--- config.mk ---
export PLATFORM = sky130hd
export DESIGN_NAME = sat_counter
export DESIGN_NICKNAME = d
export VERILOG_FILES = /design/src/rtl/sat_counter.sv
export SDC_FILE = /design/constraint.sdc
export NUM_CORES = 1
export LEC_CHECK = 0
export CORE_MARGIN = 2
export CORE_UTILIZATION = 43
export CTS_CLUSTER_SIZE = 10
export DETAILED_ROUTE_END_ITERATION = 8
export HOLD_SLACK_MARGIN = 0.03
export PLACE_DENSITY = 0.72
export SLEW_MARGIN = 20
export SYNTH_ARGS = -nofsm -noshare
export SYNTH_HDL_FRONTEND = slang
export SYNTH_SLANG_ARGS = --single-unit
--- constraint.sdc ---
create_clock -name clk -period 1.5 [get_ports clk]
set_input_delay 0.45 -clock clk [delete_from_list [all_inputs] [get_ports clk]]
set_output_delay 0.45 -clock clk [all_outputs]
set_load 0.02 [all_outputs]
--- src/rtl/sat_counter.sv ---
// Purpose: W-bit up counter that sticks at all-ones instead of wrapping.
// Latency: count updates on the edge after inc is sampled high.
// Backpressure: none; inc is accepted every cycle.
//
// Ports:
//   clk     - rising-edge clock
//   reset_n - asynchronous active-low reset, clears the count
//   inc     - increment enable
//   cnt     - current count (registered)
module sat_counter #(
    parameter int W = 16
) (
    input  logic         clk,
    input  logic         reset_n,
    input  logic         inc,
    output logic [W-1:0] cnt
);

    always_ff @(posedge clk or negedge reset_n) begin
        if (!reset_n) begin
            cnt <= '0;
        end else if (inc && (cnt != {W{1'b1}})) begin
            cnt <= cnt + 1'b1;
        end
    end

endmodule

==> metrics.yaml <==
p_sw_uw: 615
htree_levels: 1
power_density_nw_per_um2: 1240
setup_viol: 0
synth_cell_types: 27
maxCapViolCount: 0
cts_tree: "yes"
grt_first_pass_wirelength_um: 3600
track_usage_pct: 19.4
ys_seq_area_share_pct: 46.6
grt_pass1_vias: 827
cp.required_ns: 1.69
cts_hold_buf: 0
rows: 16
insertion_delay_ns: 0.30
drive_gt1_share_pct: 58.8
yosysWarningCount: 0
dp_slack_ns: -0.284
p_comb_share_pct: 44.7
routabilityCongestion: 0.913
cts-buffers-inserted: 3
dieHeight_um: 48.7
grt_max_degree: 17
p_int_uw: 991
wl_per_cell_um: 15.1
design.core.area_um2: 1920
first_pass_iters: 4
die_area_um2: 2370
clkSinkCount: 16
synth_nets: 76
finClkSkew_ns: 0.0103
timing.slew.headroom_pct: 81.7
top_level_ports: 19
rsz0062_at_grt: "true"
finalHoldViolations: 0
synth_cells: 72
swShare_pct: 38.3
seqPwrFrac_pct: 40.2
drt_iter0_drc: 32
syn_to_final_growth_pct: 50.9
dr_total_vias: 826
setup_slack_ns: 0.00218
cp-start-kind: "flop"
routed_wl_um: 2210
clk_pin_slew_ns: 0.10
detail-route-antenna-nets: 0
vdd_drop_max_v: 0.000758
regMostFlops: "cnt"
die_w_um: 48.7
detail_route.vias_per_cell: 5.66
crit_path_max_fanout: 5
antenna_found_initial: 0
clk_path_buf_depth: 2
hp-class: "in2async"
port_buffers: 18
nNetsFinal: 124
outcome: "completed"
cp_cell_sequence: "ha_4 -> buf_6 -> nand3_4 -> o31ai_4 -> mux2_4"
drcViolationCount: 0
final-max-slew-violation-count: 0
largest_register_ff_count: 16
netlist_area_um2: 860
p_leak_uw: 0.000598
place.detailed.hpwl_um: 1610
antenna_cells: 0
slowest_delay_ns: 0.43
overflow: 0
clock.fmax_mhz: 668
tightest_slew_ns: 0.273
ys_ff_latch: 16
cpMaxStageDelayCell: "dfrtp_2"
arrival_ns: 1.69
endpoint_kind: "flop"
final_util_pct: 67.5
fin_crit_sh_pct: 99.9
clockPowerShare_pct: 15.1
crit_type: "reg2reg"
syn_area_per_cell_um2: 11.9
layout_min_cycle_time_ns: 1.50
reg_top3: "cnt (16)"
root_buffer: "clkbuf_4"
start_util_pct: 44.7
==> through the flow <==
step | power [µW] | area [µm²] | instances | TNS (ns) | hold slack, ns
floorplan | 925 | 883 | 72 | 0 | 0.154
global placement | 1270 | 1250 | 138 | -2.88 | 0.489
detailed placement | 1300 | 1250 | 138 | -3.05 | 0.501
CTS | 1500 | 1290 | 142 | 0 | 0.462
global route | 1680 | 1300 | 146 | -0.0545 | 0.462
finish | 1610 | 1300 | 146 | 0 | 0.457
==> worst max-delay path, delay by kind of cell, from the launching register on <==
kind | cells | cell delay (ns)
DFF | 1 | 0.43
muxes | 1 | 0.32
AOI/OAI and AO/OA | 1 | 0.29
adders and majority gates | 1 | 0.17
buffers and inverters | 1 | 0.11
and+or+nand+nor | 1 | 0.06
==> power by group through the flow <==
| stage | Combinational [µW] | Sequential, µW | Clock (µW) |
|---|---|---|---|
| 2_1_floorplan | 167 | 758 | 0 |
| 3_3_place_gp | 633 | 640 | 0 |
| 3_5_place_dp | 655 | 642 | 0 |
| 4_1_cts | 615 | 633 | 252 |
| 5_1_grt | 753 | 660 | 270 |
| 6_report | 718 | 645 | 243 |
==> repair_timing <==
action,in CTS,in global routing
hold endpoints to repair,0,0
setup endpoints to repair,16,20
gates cloned,0,0
pin swaps,0,9
buffers inserted,0,4
gates resized for setup,36,17
==> cell usage after synthesis <==
cell type | n | area share, %
a21oi_1 | 3 | 1.7
a31oi_1 | 3 | 2.2
a32oi_1 | 1 | 1.0
and3_1 | 2 | 1.5
and4_1 | 1 | 1.0
and4_2 | 1 | 1.2
and4_4 | 1 | 1.3
and4b_1 | 1 | 1.2
dfrtp_1 | 16 | 47
ha_1 | 1 | 1.5
mux2_1 | 1 | 1.3
nand2_1 | 4 | 1.7
nand3_1 | 5 | 2.9
nand3_4 | 1 | 2.0
nand4_1 | 8 | 5.8
nand4_2 | 1 | 1.5
nand4_4 | 1 | 2.5
nor2_1 | 2 | 0.87
nor2_2 | 1 | 0.73
nor3_2 | 1 | 1.2
nor4_4 | 2 | 4.9
o211ai_1 | 1 | 0.87
o21a_1 | 5 | 4.4
o21ai_0 | 1 | 0.58
o31ai_4 | 1 | 2.5
xnor2_1 | 5 | 5.1
xor2_1 | 2 | 2.0
==> final timing paths <==
| path | slack (ns) | cells past startpoint | to | startpoint |
|---|---|---|---|---|
| setup / recovery | 0.002 | 5 | cnt[1] | cnt[1] |
| hold / removal | 0.46 | 2 | cnt[10] | reset_n |
| setup reg to reg | 0.002 | 5 | cnt[1] | cnt[1] |
| hold reg to reg | 0.52 | 1 | cnt[15] | cnt[15] |
| max in group asynchronous | 0.83 | 2 | cnt[5] | reset_n |
| min in group clk | 0.52 | 1 | cnt[15] | cnt[15] |
==> kinds of logic (layout without fill, tap and decap cells) <==
group / count (synthesis) / after routing / synth area share, %
XOR/XNOR: 7 / 7 / 7.13
AO/OA/AOI/OAI: 15 / 15 / 13.2
flip-flops: 16 / 16 / 46.6
buffers and inverters: 0 / 47 / 0
AND/OR/NAND/NOR: 32 / 32 / 30.3
adder cells (fa/ha/maj): 1 / 1 / 1.46
multiplexers: 1 / 1 / 1.31
==> cells in the final DEF (no fill, tap or decap), types with 2 or more instances in the layout <==
| cell | count |
|---|---|
| a31oi_1 | 3 |
| nand3_1 | 5 |
| dlygate4sd2_1 | 2 |
| nor4_4 | 2 |
| and4_4 | 2 |
| o21a_1 | 5 |
| nand2_2 | 2 |
| dfrtp_2 | 13 |
| nand4_1 | 8 |
| buf_4 | 24 |
| dfrtp_1 | 3 |
| nand2_1 | 2 |
| and3_1 | 2 |
| clkdlybuf4s15_2 | 4 |
| nor2_1 | 2 |
| xnor2_1 | 5 |
| clkbuf_4 | 3 |
| clkbuf_2 | 8 |
| a21oi_1 | 3 |
| buf_2 | 2 |
| xor2_1 | 2 |
==> routing by layer <==
| layer | GRT usage [%] | part of all wire, % | vias up |
|---|---|---|---|
| met5 | 0 | 0 | - |
| met4 | 9.05 | 2.2 | 0 |
| met3 | 3.70 | 4.0 | 7 |
| met2 | 30.8 | 51 | 23 |
| met1 | 25.5 | 42 | 413 |
| li1 | - | - | 383 |
==> cell type report <==
cell class,instances,area [µm²]
fill,160,624
multi-input combinational,56,494
clock buffer,4,26.3
timing repair buffer,43,327
sequential,16,417
tap,27,33.8
Note: power is estimated with default switching activity, not from simulation.
